===== config.mk =====
export PLATFORM = sky130hd
export DESIGN_NAME = axi_wr_channel_router
export DESIGN_NICKNAME = d
export VERILOG_FILES = /design/src/rtl/axi_wr_channel_router.sv
export SDC_FILE = /design/constraint.sdc
export NUM_CORES = 1
export LEC_CHECK = 0
export CAP_MARGIN = 20
export CORE_MARGIN = 3
export CORE_UTILIZATION = 45
export CTS_BUF_LIST = sky130_fd_sc_hd__clkbuf_4 sky130_fd_sc_hd__clkbuf_8
export CTS_CLUSTER_DIAMETER = 150
export CTS_CLUSTER_SIZE = 24
export DETAILED_ROUTE_END_ITERATION = 8
export PLACE_DENSITY = 0.9
export SKIP_LAST_GASP = 1
export SLEW_MARGIN = 30
export SYNTH_ARGS = -nofsm -noshare
export SYNTH_HDL_FRONTEND = slang
export SYNTH_SLANG_ARGS = --single-unit

===== constraint.sdc =====
create_clock -name clk -period 4.1 [get_ports clk]
set_input_delay 0.41 -clock clk [delete_from_list [all_inputs] [get_ports clk]]
set_output_delay 0.41 -clock clk [all_outputs]
set_load 0.02 [all_outputs]

===== src/rtl/axi_wr_channel_router.sv =====
// AXI4 write slave steering each W beat to one of NUM_CH FIFOs by awaddr[7:4]; push is combinational from the W handshake.
// wready follows ch_full of the selected channel (clear/error bursts drain freely); `WSTRB_CHECK_EN drains partial-strobe beats with SLVERR.
module axi_wr_channel_router #(
   parameter int NUM_CH = 2,
   parameter int DATA_W = 32,
   parameter int ID_W   = 4,
   parameter int IDX_W  = 10
) (
   input  logic                  clk,
   input  logic                  reset,
   input  logic [ID_W-1:0]       axs_awid,
   input  logic [31:0]           axs_awaddr,
   input  logic [7:0]            axs_awlen,
   input  logic                  axs_awvalid,
   output logic                  axs_awready,
   input  logic [DATA_W-1:0]     axs_wdata,
   input  logic [DATA_W/8-1:0]   axs_wstrb,
   input  logic                  axs_wlast,
   input  logic                  axs_wvalid,
   output logic                  axs_wready,
   output logic [ID_W-1:0]       axs_bid,
   output logic [1:0]            axs_bresp,
   output logic                  axs_bvalid,
   input  logic                  axs_bready,
   input  logic [NUM_CH-1:0]     ch_full,
   output logic [NUM_CH-1:0]     ch_push,
   output logic [NUM_CH-1:0]     ch_last,
   output logic [NUM_CH-1:0]     ch_clr,
   output logic [DATA_W-1:0]     wdata_o,
   output logic [DATA_W/8-1:0]   wstrb_o,
   output logic [IDX_W-1:0]      index_o
);
   localparam int STRB_W = DATA_W / 8;
   localparam logic [4:0] NUM_CH_L = 5'(NUM_CH);

   localparam logic [1:0] S_IDLE = 2'd0;
   localparam logic [1:0] S_DATA = 2'd1;
   localparam logic [1:0] S_RESP = 2'd2;

   localparam logic [1:0] OP_DATA = 2'd0;
   localparam logic [1:0] OP_REC  = 2'd1;
   localparam logic [1:0] OP_CLR  = 2'd2;
   localparam logic [1:0] OP_ERR  = 2'd3;

   logic [1:0]        state_q, state_d;
   logic [ID_W-1:0]   id_q;
   logic [3:0]        sel_q;
   logic [1:0]        op_q;
   logic [7:0]        len_q;
   logic [7:0]        cnt_q;
   logic              err_q;
   logic [NUM_CH-1:0] clr_q;
   logic [IDX_W-1:0]  idx_q [NUM_CH];

   logic [3:0]        aw_sel;
   logic [3:0]        aw_op;
   logic              aw_dec_err;
   logic [1:0]        aw_opc;
   logic              aw_hs;
   logic [NUM_CH-1:0] aw_clr_oh;
   logic [NUM_CH-1:0] sel_oh;
   logic [IDX_W-1:0]  idx_sel;
   logic              full_sel;
   logic              is_data;
   logic              in_data;
   logic              accept;
   logic              final_beat;
   logic              strb_bad;
   logic              push;
   logic              last_push;
   logic              beat_err;
   logic              unused_addr_hi;

   assign unused_addr_hi = ^axs_awaddr[31:8];

   assign aw_sel     = axs_awaddr[7:4];
   assign aw_op      = axs_awaddr[3:0];
   assign aw_dec_err = (aw_op > 4'd2) || ({1'b0, aw_sel} >= NUM_CH_L);
   assign aw_opc     = aw_dec_err ? OP_ERR : aw_op[1:0];

   // Every output is forced low while reset is held, so a mid-burst reset is silent at once.
   assign axs_awready = (state_q == S_IDLE) && !reset;
   assign aw_hs       = axs_awready && axs_awvalid;

   always_comb begin
      sel_oh    = '0;
      aw_clr_oh = '0;
      idx_sel   = '0;
      for (int c = 0; c < NUM_CH; c++) begin
         sel_oh[c]    = (sel_q == 4'(c));
         aw_clr_oh[c] = aw_hs && (aw_opc == OP_CLR) && (aw_sel == 4'(c));
         if (sel_q == 4'(c)) begin
            idx_sel = idx_q[c];
         end
      end
   end

   assign full_sel   = |(ch_full & sel_oh);
   assign is_data    = (op_q == OP_DATA) || (op_q == OP_REC);
   assign in_data    = (state_q == S_DATA) && !reset;
   assign axs_wready = in_data && (is_data ? !full_sel : 1'b1);
   assign accept     = axs_wready && axs_wvalid;
   assign final_beat = (cnt_q == len_q);

`ifdef WSTRB_CHECK_EN
   assign strb_bad = is_data && (axs_wstrb != {STRB_W{1'b1}});
`else
   assign strb_bad = 1'b0;
`endif

   assign push      = accept && is_data && !strb_bad;
   assign last_push = push && (op_q == OP_REC) && final_beat;
   // awlen alone ends the burst; a wrong wlast only poisons the response.
   assign beat_err  = accept && ((axs_wlast != final_beat) || strb_bad);

   assign ch_push = push      ? sel_oh    : '0;
   assign ch_last = last_push ? sel_oh    : '0;
   assign wdata_o = push      ? axs_wdata : '0;
   assign wstrb_o = push      ? axs_wstrb : '0;
   assign index_o = push      ? idx_sel   : '0;
   assign ch_clr  = reset     ? '0        : clr_q;

   assign axs_bvalid = (state_q == S_RESP) && !reset;
   assign axs_bid    = axs_bvalid ? id_q : '0;
   assign axs_bresp  = axs_bvalid ? {err_q, 1'b0} : 2'b00;

   always_comb begin
      state_d = state_q;
      case (state_q)
         S_IDLE:  if (aw_hs) state_d = S_DATA;
         S_DATA:  if (accept && final_beat) state_d = S_RESP;
         S_RESP:  if (axs_bready) state_d = S_IDLE;
         default: state_d = S_IDLE;
      endcase
   end

   always_ff @(posedge clk) begin
      if (reset) begin
         state_q <= S_IDLE;
         id_q    <= '0;
         sel_q   <= '0;
         op_q    <= OP_DATA;
         len_q   <= '0;
         cnt_q   <= '0;
         err_q   <= 1'b0;
         clr_q   <= '0;
         for (int c = 0; c < NUM_CH; c++) begin
            idx_q[c] <= '0;
         end
      end else begin
         state_q <= state_d;
         clr_q   <= aw_clr_oh;
         if (aw_hs) begin
            id_q  <= axs_awid;
            sel_q <= aw_sel;
            op_q  <= aw_opc;
            len_q <= axs_awlen;
            cnt_q <= '0;
            err_q <= aw_dec_err;
         end
         if (accept) begin
            cnt_q <= cnt_q + 8'd1;
            if (beat_err) begin
               err_q <= 1'b1;
            end
         end
         for (int c = 0; c < NUM_CH; c++) begin
            if (aw_clr_oh[c]) begin
               idx_q[c] <= '0;
            end else if (ch_push[c]) begin
               idx_q[c] <= ch_last[c] ? '0 : idx_q[c] + IDX_W'(1);
            end
         end
      end
   end
endmodule


==> results by group, run 1 <==
Status
  – Result of the run: finished, final reports clean

Final layout
  – Proportion of layout cells with a drive suffix above 1: 5.38%
  – # diodes: 0
  – Fill cell instance count of the final layout: 474
  – Leading cell types in the layout, fill and taps excluded: sky130_fd_sc_hd__clkdlybuf4s50_1, sky130_fd_sc_hd__nand2_1, sky130_fd_sc_hd__and2_1
  – Number of nets in the final layout: 536
  – Area grow syn2layout: 47.2%
  – FF+latch area: 1220 sq um
  – Post-route design area: 4290 sq um
  – Final core area utilization: 70.4%
  – Area of the multi-input gates: 1620 sq um
  – Non-filler cells, final: 521
  – Most common cell after layout, fill and taps aside: sky130_fd_sc_hd__clkdlybuf4s50_1

Route
  – Drt total wl: 7.85 mm
  – First-pass iteration count of the detailed router: 4
  – Routed vias: 2771
  – DRC errors left: 0
  – Final routed wire length divided by cell count: 15.1 microns
  – Number of nets with antenna violations after routing: 0
  – Starting DRT DRC Count: 107
  – Via density per instance: 5.32

Setup path
  – Arrival time of data at the critical path endpoint: 2.84 ns
  – Number of cells on the critical path: 5
  – Cell with the largest stage delay on the worst path: sky130_fd_sc_hd__nor4_4
  – Nature of the critical path endpoint: output pin
  – R2R depth: 3
  – Worst path buffer plus inverter count: 2
  – Reg-to-reg critical path startpoint: state_q[0]$_SDFFE_PP0P_
  – Capture instance of the worst register-to-register path: idx_q[1][5]$_SDFFCE_PP0P_
  – Highest net fanout along the worst path: 15
  – Cell type group with the largest total delay on the critical path: simple AND/OR/NAND/NOR gates
  – Required time of the worst setup path: 3.69 ns
  – Reg2reg setup slack: 1.67 ns
  – Startpoint class of the critical path: input port
  – Top cell by count, worst path: sky130_fd_sc_hd__clkdlybuf4s50_1
  – Worst Path Class, Setup: in2out
  – Cell chain of the critical path: clkdlybuf4s50_1 > nand4bb_4 > nor4_4 > a22o_1 > clkdlybuf4s50_1
  – Worst stage delay on the critical path: 0.79 ns
  – Setup crit end: index_o[1]
  – First element of the critical path: reset

Synth
  – Post-synth EDFFs: 20
  – Synth Area in Compound Gates: 11.9%
  – Async SR Flop Fraction: 0%
  – Dominant cells by area after synthesis: sky130_fd_sc_hd__dfxtp_1, sky130_fd_sc_hd__edfxtp_1, sky130_fd_sc_hd__and2_1, sky130_fd_sc_hd__nand2_1, sky130_fd_sc_hd__xnor2_1
  – Simple-gate area share of the yosys netlist: 33.8%
  – Register bit total from synthesis: 51
  – Area leader, netlist: sky130_fd_sc_hd__dfxtp_1
  – Dominant synthesized flop cell: sky130_fd_sc_hd__dfxtp_1
  – Mean instance size in the synthesized netlist: 8.92 sq um
  – Combined area of all synthesized cells: 2920 sq um
  – Adder-Cell Fraction of Synth Area: 1.29%
  – Syn Inst Count: 327
  – Proportion of netlist area held by the largest area contributor: 21.3%
  – Fraction of the yosys area taken by sequential cells: 41.9%
  – Number of distinct standard cells referenced by the synthesized netlist: 48
  – Fraction of synthesized cell area in xor and xnor cells: 7.21%
  – Combinational family with the most area after synthesis: simple AND/OR/NAND/NOR gates
  – Synthesized netlist net count: 418
  – Proportion of synthesized area in mux cells: 0.515%
  – Count of warnings emitted by yosys: 0

Clocking
  – # clock sinks: 51
  – Clock edge transition at the registers on the reported setup and hold paths: 0.09 ns
  – TritonCTS clock tree: yes
  – Clock Path Buffers: 2
  – Latest clock arrival within the worst-skew pair: 0.30 ns
  – Maximum level of the CTS H-tree: 2
  – Number of clock buffers inserted by TritonCTS: 5
  – Number of setup buffers added after CTS: 0
  – Clk Tree Root Cell: sky130_fd_sc_hd__clkbuf_8
  – Post-cts gate resize count: 0
  – Quantity of hold-fixing buffers added after cts: 0

Placed design
  – Worst Setup Slack post-DPL: 0.899 ns
  – Number of instances in the placed design: 513
  – Final Wtd Congestion: 0.833
  – Standard cell area after detailed placement: 4200 sq um
  – Port Buffer Count: 123
  – HPWL Detailed: 6.02 mm

STA
  – Setup repair after global routing missed its margin: no
  – Final Hold Vio Count: 0
  – Final critical path time including I/O delays and setup: 3.25 ns
  – Fin Hold WS: 0.461 ns
  – Setup TNS: 0 ns
  – Final Max Slew Viols: 0
  – Post-route setup slack: 0.851 ns
  – Peak Freq: 308 MHz
  – Setup skew after layout: 0.00615 ns
  – Final worst-path cycle share: 79.2%
  – Rel. slew slack: 43.0%
  – Measured slew at the worst slew-check pin: 0.848 ns
  – Final setup violation count: 0

GRT
  – Overall fraction of global-route tracks in use: 20.5%
  – Antenna violations before repair: 0
  – Wire length of the first global-routing pass: 12.6 mm
  – Vias in the first global route: 2666
  – Largest net degree at the start of global routing: 38
  – Global route total overflow: 0

Floorplan
  – Top Ports: 149
  – Area enclosed by the die boundary: 7480 sq um
  – Die X: 86.5 microns
  – Row cnt: 28
  – Initial core utilization: 47.8%
  – Floorplan die height: 86.5 microns
  – Core region area: 6100 sq um

Flow run
  – Max-cap violations: 0

Power and ir drop
  – Overall power consumption: 1.07 mW
  – Leakage power: 1.47 nW
  – Cell Pwr Density: 250 nW/um^2
  – Largest vdd supply drop: 0.257 mV

Hold path
  – Worst min path class: reg2reg
[sequential cells by signal, summed over array words and instances, names as in the netlist]
register  flops
clr_q         2
sel_q         4
id_q          4
err_q         1
state_q       2
len_q         8
cnt_q         8
op_q          2
idx_q        20
[report_power, final]
part	internal (mW)	total [mW]	leakage (nW)	switching (mW)
Sequential	0.553	0.581	0.460	0.0284
Combinational	0.112	0.209	0.969	0.0975
Clock	0.123	0.281	0.0437	0.157
Total	0.788	1.07	1.47	0.283
[worst register-to-register path, stage by stage (launching register included)]
cell and delay, ns:
sky130_fd_sc_hd__dfxtp_1 0.56, sky130_fd_sc_hd__nand4bb_4 0.23, sky130_fd_sc_hd__nor4_4 0.79, sky130_fd_sc_hd__or3_1 0.50
[layer usage]
metal,global-route usage [%],vias up,part of all wire (%)
li1,-,1386,-
met1,27.5,1299,44
met2,33.9,78,50
met3,4.85,8,5.4
met4,4.39,0,1.0
met5,0,-,0
[cell families (layout without fill, tap and decap cells)]
family | after synthesis | count (layout)
AND/OR/NAND/NOR | 176 | 176
flip-flops | 51 | 51
AO/OA/AOI/OAI | 50 | 50
XOR/XNOR | 24 | 24
buffers and inverters | 21 | 140
adder cells (fa/ha/maj) | 3 | 3
other | 1 | 1
multiplexers | 1 | 1
[how the worst min path moves through the flow]
stage,start,slack [ns],to,cells past startpoint
final,id_q[1]$_SDFFE_PP0P_,0.46,id_q[1]$_SDFFE_PP0P_,2
after global routing,id_q[1]$_SDFFE_PP0P_,0.49,id_q[1]$_SDFFE_PP0P_,2
after floorplan,id_q[0]$_SDFFE_PP0P_,0.43,id_q[0]$_SDFFE_PP0P_,2
after detailed placement,id_q[1]$_SDFFE_PP0P_,0.45,id_q[1]$_SDFFE_PP0P_,2
after global placement,id_q[3]$_SDFFE_PP0P_,0.44,id_q[3]$_SDFFE_PP0P_,2
after CTS,id_q[1]$_SDFFE_PP0P_,0.46,id_q[1]$_SDFFE_PP0P_,2
[Yosys cell counts, types with 2 or more instances]
cell / count
sky130_fd_sc_hd__a211oi_1: 3
sky130_fd_sc_hd__a21oi_1: 4
sky130_fd_sc_hd__a22o_1: 10
sky130_fd_sc_hd__a311oi_1: 2
sky130_fd_sc_hd__a31oi_1: 6
sky130_fd_sc_hd__and2_1: 41
sky130_fd_sc_hd__and3_1: 7
sky130_fd_sc_hd__and4_1: 4
sky130_fd_sc_hd__buf_2: 3
sky130_fd_sc_hd__clkbuf_1: 10
sky130_fd_sc_hd__dfxtp_1: 31
sky130_fd_sc_hd__edfxtp_1: 20
sky130_fd_sc_hd__ha_1: 3
sky130_fd_sc_hd__inv_1: 5
sky130_fd_sc_hd__nand2_1: 42
sky130_fd_sc_hd__nand2b_1: 3
sky130_fd_sc_hd__nand3_1: 21
sky130_fd_sc_hd__nand4_1: 7
sky130_fd_sc_hd__nor2_1: 25
sky130_fd_sc_hd__nor2b_1: 2
sky130_fd_sc_hd__nor3_1: 5
sky130_fd_sc_hd__o21ai_0: 18
sky130_fd_sc_hd__o31ai_2: 2
sky130_fd_sc_hd__or2_2: 2
sky130_fd_sc_hd__or3_1: 5
sky130_fd_sc_hd__or3_2: 2
sky130_fd_sc_hd__xnor2_1: 15
sky130_fd_sc_hd__xor2_1: 9
[area by class of cell]
class                           count  share of cell area [%]
Multi-Input combinational cell    255                    37.6
Timing Repair Buffer              126                    29.2
Sequential cell                    51                    28.5
Tap cell                           75                    2.19
Clock buffer                        6                    1.78
Inverter                            6                   0.525
Clock inverter                      2                   0.175
Power figures use the tool's default switching activity.
==> run 2, diff against run 1 <==
- CORE_UTILIZATION: 45 -> 41
- PLACE_DENSITY: 0.9 -> 0.83
- clock period: 4.1 -> 3.1 ns (I/O delays scaled with it)
==> run 2 against run 1 <==
  * Sequential power up 32%
  * Worst hold slack better by 0.012 ns
  * First-iteration DRC count down 5.6%
==> results by group, run 2 (synthesis gave the netlist of run 1 again) <==
Status
  – Result of the run: finished, final reports clean (unchanged)

Setup path
  – Cell with the largest stage delay on the worst path: sky130_fd_sc_hd__clkdlybuf4s50_1 (was sky130_fd_sc_hd__nor4_4)
  – Worst stage delay on the critical path: 0.63 ns (was 0.79 ns)
  – Cell type group with the largest total delay on the critical path: buffers and inverters (was simple AND/OR/NAND/NOR gates)
  – Arrival time of data at the critical path endpoint: 2.45 ns (was 2.84 ns)
  – Required time of the worst setup path: 2.79 ns (was 3.69 ns)
  – Cell chain of the critical path: mux2_4 > a211oi_2 > buf_4 > and2_1 > clkdlybuf4s50_1 (was clkdlybuf4s50_1 > nand4bb_4 > nor4_4 > a22o_1 > clkdlybuf4s50_1)
  – Highest net fanout along the worst path: 36 (was 15)
  – Worst Path Class, Setup: reg2out (was in2out)
  – Nature of the critical path endpoint: output pin (unchanged)
  – Startpoint class of the critical path: flip-flop (was input port)
  – Worst path buffer plus inverter count: 2 (unchanged)

Route
  – Routed met2 length: 4.04 mm (was 3.90 mm)
  – Drt total wl: 8.14 mm (was 7.85 mm)
  – DRC errors left: 0 (unchanged)
  – Via density per instance: 5.04 (was 5.32)
  – Number of nets with antenna violations after routing: 0 (unchanged)
  – Routed vias: 2753 (was 2771)
  – Top layer reached by signal wires: met4 (unchanged)
  – Starting DRT DRC Count: 101 (was 107)
  – Length of routed met3 wiring: 330 microns (was 421 microns)
  – Final routed wire length divided by cell count: 14.9 microns (was 15.1 microns)
  – Metal-1 WL: 3.68 mm (was 3.45 mm)
  – First-pass iteration count of the detailed router: 4 (unchanged)

Power and ir drop
  – Clk network pwr share: 27.6% (was 26.2%)
  – Combinational cell fraction of total power: 19.3% (was 19.5%)
  – Leakage power: 1.50 nW (was 1.47 nW)
  – Largest vdd supply drop: 0.261 mV (was 0.257 mV)
  – Power Internal: 1.07 mW (was 788 uW)
  – Overall power consumption: 1.45 mW (was 1.07 mW)
  – Seq pwr share: 53.1% (was 54.3%)
  – P_sw: 379 uW (was 283 uW)
  – Switching portion of total power: 26.2% (was 26.4%)
  – Cell Pwr Density: 333 nW/um^2 (was 250 nW/um^2)

Clocking
  – Clk Tree Root Cell: sky130_fd_sc_hd__clkbuf_8 (unchanged)
  – Quantity of hold-fixing buffers added after cts: 0 (unchanged)
  – # clock sinks: 51 (unchanged)
  – Post-cts gate resize count: 0 (unchanged)
  – Number of setup buffers added after CTS: 0 (unchanged)
  – Clock Path Buffers: 2 (unchanged)
  – Number of clock buffers inserted by TritonCTS: 5 (unchanged)
  – TritonCTS clock tree: yes (unchanged)
  – Clock edge transition at the registers on the reported setup and hold paths: 0.09 ns (about the same)
  – Maximum level of the CTS H-tree: 2 (unchanged)
  – Latest clock arrival within the worst-skew pair: 0.30 ns (about the same)

Final layout
  – Register with the highest flop count: idx_q (unchanged)
  – Flip-flop count of the largest register after layout: 20 (unchanged)
  – Number of nets in the final layout: 540 (was 536)
  – # diodes: 0 (unchanged)
  – Proportion of layout cells with a drive suffix above 1: 6.22% (was 5.38%)
  – Post-route design area: 4350 sq um (was 4290 sq um)
  – Largest registers ranked by flip-flop count: idx_q x20, cnt_q x8, len_q x8 (unchanged)
  – Leading cell types in the layout, fill and taps excluded: sky130_fd_sc_hd__clkdlybuf4s50_1, sky130_fd_sc_hd__nand2_1, sky130_fd_sc_hd__and2_1 (unchanged)
  – Most common cell after layout, fill and taps aside: sky130_fd_sc_hd__clkdlybuf4s50_1 (unchanged)
  – Area grow syn2layout: 49.2% (was 47.2%)

Floorplan
  – Floorplan die height: 90.3 microns (was 86.5 microns)
  – Initial core utilization: 42.7% (was 47.8%)
  – Core region area: 6830 sq um (was 6100 sq um)
  – Die X: 90.3 microns (was 86.5 microns)
  – Row cnt: 30 (was 28)
  – Top Ports: 149 (unchanged)
  – Area enclosed by the die boundary: 8160 sq um (was 7480 sq um)

Placed design
  – Final Wtd Congestion: 0.817 (was 0.833)
  – Port Buffer Count: 123 (unchanged)
  – Standard cell area after detailed placement: 4260 sq um (was 4200 sq um)
  – HPWL Detailed: 6.30 mm (was 6.02 mm)
  – Worst Setup Slack post-DPL: 0.366 ns (was 0.899 ns)

STA
  – Final setup violation count: 0 (unchanged)
  – Final Hold Vio Count: 0 (unchanged)
  – Rel. slew slack: 51.7% (was 43.0%)
  – Peak Freq: 362 MHz
  – Setup TNS: 0 ns (unchanged)
  – Final worst-path cycle share: 89.1%
  – Measured slew at the worst slew-check pin: 0.720 ns (was 0.848 ns)
  – Post-route setup slack: 0.337 ns (was 0.851 ns)
  – Setup repair after global routing missed its margin: no (unchanged)
  – Fin Hold WS: 0.474 ns (was 0.461 ns)
  – Setup skew after layout: 0.00573 ns (was 0.00615 ns)
  – Final Max Slew Viols: 0 (unchanged)
  – Final critical path time including I/O delays and setup: 2.76 ns

Flow run
  – Max-cap violations: 0 (unchanged)

Hold path
  – Worst min path class: reg2reg (unchanged)

GRT
  – Antenna violations before repair: 0 (unchanged)
  – Wire length of the first global-routing pass: 13.2 mm (was 12.6 mm)
  – Largest net degree at the start of global routing: 37 (was 38)
  – Overall fraction of global-route tracks in use: 19.3% (was 20.5%)
  – Vias in the first global route: 2673 (was 2666)
  – Global route total overflow: 0 (unchanged)
-- run 2: changes by cell type in the layout (fill, tap and decap cells not counted) --
cell	previous run	this run
sky130_fd_sc_hd__a31oi_1	5	6
sky130_fd_sc_hd__a31oi_2	1	0
sky130_fd_sc_hd__buf_4	3	7
sky130_fd_sc_hd__clkbuf_8	5	6
sky130_fd_sc_hd__clkinv_1	3	2
-- run 2: worst paths after layout --
path	slack, ns	cells past startpoint	startpoint	to
worst max-delay path	0.34	5	sel_q[0]$_SDFFE_PP0P_	wdata_o[2]
worst min-delay path	0.47	2	id_q[3]$_SDFFE_PP0P_	id_q[3]$_SDFFE_PP0P_
worst max register to register	1.05	4	sel_q[1]$_SDFFE_PP0P_	idx_q[0][9]$_SDFFCE_PP0P_
worst min register to register	0.47	2	id_q[3]$_SDFFE_PP0P_	id_q[3]$_SDFFE_PP0P_
-- run 2: cell type report --
type / count / area [sq um]
Tap cell: 96 / 120
Sequential cell: 51 / 1220
Timing Repair Buffer: 130 / 1280
Multi-Input combinational cell: 255 / 1610
Fill cell: 568 / 2480
Clock buffer: 7 / 90.1
Clock inverter: 1 / 3.75
Inverter: 6 / 22.5
-- run 2: worst register-to-register path, cell delays in order (launching register included) --
cell,delay [ns]
sky130_fd_sc_hd__dfxtp_1,0.33
sky130_fd_sc_hd__or3_1,0.48
sky130_fd_sc_hd__nor4b_4,0.25
sky130_fd_sc_hd__buf_4,0.24
sky130_fd_sc_hd__or3_1,0.41
-- run 2: routing by layer --
layer	global-route usage (%)	vias to the layer above
met1	25.7	1287
met5	0	-
met2	33.2	69
met4	3.57	0
met3	3.58	8
li1	-	1389
-- run 2: stage by stage --
step / utilization, % / instances
after global routing: 63.7 / 546
final: 63.7 / 546
after CTS: 63.7 / 546
after floorplan: - / 327
after detailed placement: 62.3 / 538
after global placement: 62.3 / 538
-- run 2: power by group through the flow --
stage,Sequential (mW),Combinational (mW),Clock (mW)
after floorplan,0.772,0.140,0
after global placement,0.781,0.271,0
after detailed placement,0.784,0.278,0
after CTS,0.769,0.280,0.412
after global routing,0.774,0.303,0.437
final,0.768,0.279,0.400
==> run 3, diff against run 2 <==
- CORE_UTILIZATION: 41 -> 45
- CTS_CLUSTER_DIAMETER: 150 -> default
- PLACE_DENSITY: 0.83 -> 0.9
- clock period: 3.1 -> 3.54 ns (I/O delays scaled with it)
==> run 3 against run 2 <==
  * Clock-buffer cell count down 2
  * Via count grew 0.62%
  * Clock skew rose by 0.0093 ns
  * Combinational power decreased by 12%
  * First-iteration DRC count grew 69%
  * Sequential power is 12% lower
  * Non-clock buffer count fell by 2
  * Sequential cell count unchanged
  * Global-route usage increased by 1.9 points
  * Worst hold slack got worse by 0.0077 ns
==> results by group, run 3 (synthesis gave the netlist of run 1 again) <==
Route
  – Final routed wire length divided by cell count: 15.8 microns (was 14.9 microns)
  – DRC errors left: 0 (unchanged)
  – Number of nets with antenna violations after routing: 0 (unchanged)
  – First-pass iteration count of the detailed router: 5 (was 4)
  – Routed vias: 2770 (was 2753)
  – Starting DRT DRC Count: 171 (was 101)
  – Drt total wl: 8.29 mm (was 8.14 mm)
  – Via density per instance: 5.30 (was 5.04)

Power and ir drop
  – Combinational cell fraction of total power: 18.6% (was 19.3%)
  – Clk network pwr share: 30.4% (was 27.6%)
  – P_sw: 342 uW (was 379 uW)
  – Power Internal: 977 uW (was 1.07 mW)
  – Largest vdd supply drop: 0.315 mV (was 0.261 mV)
  – Leakage power: 1.50 nW (about the same)
  – Cell Pwr Density: 305 nW/um^2 (was 333 nW/um^2)
  – Overall power consumption: 1.32 mW (was 1.45 mW)
  – Seq pwr share: 51.0% (was 53.1%)
  – Switching portion of total power: 25.9% (was 26.2%)

Setup path
  – Cell chain of the critical path: clkdlybuf4s50_1 > nand4bb_4 > nor4_4 > buf_4 > a22o_1 > clkdlybuf4s50_1 (was mux2_4 > a211oi_2 > buf_4 > and2_1 > clkdlybuf4s50_1)
  – Cell with the largest stage delay on the worst path: sky130_fd_sc_hd__clkdlybuf4s50_1 (unchanged)
  – Highest net fanout along the worst path: 15 (was 36)
  – Required time of the worst setup path: 3.19 ns (was 2.79 ns)
  – Arrival time of data at the critical path endpoint: 2.48 ns (was 2.45 ns)
  – Cell type group with the largest total delay on the critical path: buffers and inverters (unchanged)
  – Worst Path Class, Setup: in2out (was reg2out)
  – Nature of the critical path endpoint: output pin (unchanged)
  – Top cell by count, worst path: sky130_fd_sc_hd__clkdlybuf4s50_1
  – Worst path buffer plus inverter count: 3 (was 2)
  – Worst stage delay on the critical path: 0.61 ns (was 0.63 ns)
  – Startpoint class of the critical path: input port (was flip-flop)

STA
  – Final Max Slew Viols: 0 (unchanged)
  – Final Hold Vio Count: 0 (unchanged)
  – Setup skew after layout: 0.0151 ns (was 0.00573 ns)
  – Peak Freq: 353 MHz
  – Setup TNS: 0 ns (unchanged)
  – Measured slew at the worst slew-check pin: 0.728 ns (was 0.720 ns)
  – Final critical path time including I/O delays and setup: 2.83 ns
  – Setup repair after global routing missed its margin: no (unchanged)
  – Final setup violation count: 0 (unchanged)
  – Final worst-path cycle share: 80.0%
  – Rel. slew slack: 51.4% (was 51.7%)

Final layout
  – Proportion of layout cells with a drive suffix above 1: 6.03% (was 6.22%)
  – Fill cell instance count of the final layout: 498 (was 568)
  – Area grow syn2layout: 48.5% (was 49.2%)
  – Largest registers ranked by flip-flop count: idx_q x20, cnt_q x8, len_q x8 (unchanged)
  – Leading cell types in the layout, fill and taps excluded: sky130_fd_sc_hd__clkdlybuf4s50_1, sky130_fd_sc_hd__nand2_1, sky130_fd_sc_hd__and2_1 (unchanged)
  – Register with the highest flop count: idx_q (unchanged)
  – Flip-flop count of the largest register after layout: 20 (unchanged)
  – Number of nets in the final layout: 538 (was 540)
  – Most common cell after layout, fill and taps aside: sky130_fd_sc_hd__clkdlybuf4s50_1 (unchanged)
  – # diodes: 0 (unchanged)

Clocking
  – TritonCTS clock tree: yes (unchanged)
  – Post-cts gate resize count: 0 (unchanged)
  – Maximum level of the CTS H-tree: 2 (unchanged)
  – Quantity of hold-fixing buffers added after cts: 0 (unchanged)
  – Clock edge transition at the registers on the reported setup and hold paths: 0.10 ns (was 0.09 ns)
  – # clock sinks: 51 (unchanged)
  – Latest clock arrival within the worst-skew pair: 0.31 ns (was 0.30 ns)
  – Clock Path Buffers: 2 (unchanged)
  – Number of setup buffers added after CTS: 0 (unchanged)
  – Clk Tree Root Cell: sky130_fd_sc_hd__clkbuf_8 (unchanged)
  – Number of clock buffers inserted by TritonCTS: 5 (unchanged)

Floorplan
  – Initial core utilization: 47.8% (was 42.7%)
  – Core region area: 6100 sq um (was 6830 sq um)
  – Row cnt: 28 (was 30)
  – Floorplan die height: 86.5 microns (was 90.3 microns)
  – Area enclosed by the die boundary: 7480 sq um (was 8160 sq um)
  – Die X: 86.5 microns (was 90.3 microns)
  – Top Ports: 149 (unchanged)

Placed design
  – Final Wtd Congestion: 0.839 (was 0.817)
  – HPWL Detailed: 6.19 mm (was 6.30 mm)
  – Port Buffer Count: 123 (unchanged)

GRT
  – Antenna violations before repair: 0 (unchanged)
  – Overall fraction of global-route tracks in use: 21.2% (was 19.3%)
  – Vias in the first global route: 2617 (was 2673)
  – Largest net degree at the start of global routing: 37 (unchanged)
  – Global route total overflow: 0 (unchanged)
  – Wire length of the first global-routing pass: 12.9 mm (was 13.2 mm)

Hold path
  – Worst min path class: reg2reg (unchanged)

Flow run
  – Max-cap violations: 0 (unchanged)

Status
  – Result of the run: finished, final reports clean (unchanged)
[run 3: area by class of cell]
class / count / area [sq um] / area share, %
Multi-Input combinational cell: 255 / 1620 / 37.3
Timing Repair Buffer: 128 / 1270 / 29.3
Sequential cell: 51 / 1220 / 28.2
Tap cell: 75 / 93.8 / 2.17
Clock buffer: 5 / 68.8 / 1.59
Clock inverter: 3 / 38.8 / 0.896
Inverter: 6 / 22.5 / 0.520
[run 3: power groups by stage]
stage | combinational, mW | sequential, mW | clock (mW)
after floorplan | 0.123 | 0.676 | 0
after global placement | 0.236 | 0.684 | 0
after detailed placement | 0.242 | 0.686 | 0
after CTS | 0.244 | 0.673 | 0.404
after global routing | 0.265 | 0.678 | 0.425
final | 0.245 | 0.673 | 0.401
[run 3: routing by layer]
metal / up-vias / global-route usage [%] / wire [microns]
li1: 1389 / - / -
met1: 1297 / 28.2 / 3550
met2: 80 / 36.2 / 4280
met3: 4 / 4.56 / 426
met4: 0 / 3.40 / 29
met5: - / 0 / 0
[run 3: path summary, 6_finish.rpt]
kind,from,endpoint,slack (ns),depth (start not counted)
worst min register to register,id_q[1]$_SDFFE_PP0P_,id_q[1]$_SDFFE_PP0P_,0.47,2
worst max-delay path,reset,index_o[1],0.71,6
worst min-delay path,id_q[1]$_SDFFE_PP0P_,id_q[1]$_SDFFE_PP0P_,0.47,2
worst max register to register,state_q[0]$_SDFFE_PP0P_,idx_q[1][9]$_SDFFCE_PP0P_,1.48,4
[run 3: stage by stage]
| stage | utilization, % | setup WS, ns | hold WS (ns) | instance area (sq um) | cells |
|---|---|---|---|---|---|
| after CTS | 70.9 | 0.709 | 0.469 | 4320 | 523 |
| after floorplan | - | 1.45 | 0.431 | 2920 | 327 |
| after global routing | 71.0 | 0.613 | 0.494 | 4330 | 523 |
| after detailed placement | 69.2 | 0.712 | 0.456 | 4220 | 515 |
| after global placement | 69.2 | 0.780 | 0.438 | 4220 | 515 |
| final | 71.0 | 0.708 | 0.466 | 4330 | 523 |
[run 3: worst reg2reg max path, stage by stage, from the launching register on]
cell	delay, ns
sky130_fd_sc_hd__dfxtp_1	0.54
sky130_fd_sc_hd__nand4bb_4	0.22
sky130_fd_sc_hd__nor4_4	0.31
sky130_fd_sc_hd__buf_4	0.25
sky130_fd_sc_hd__or3_1	0.40
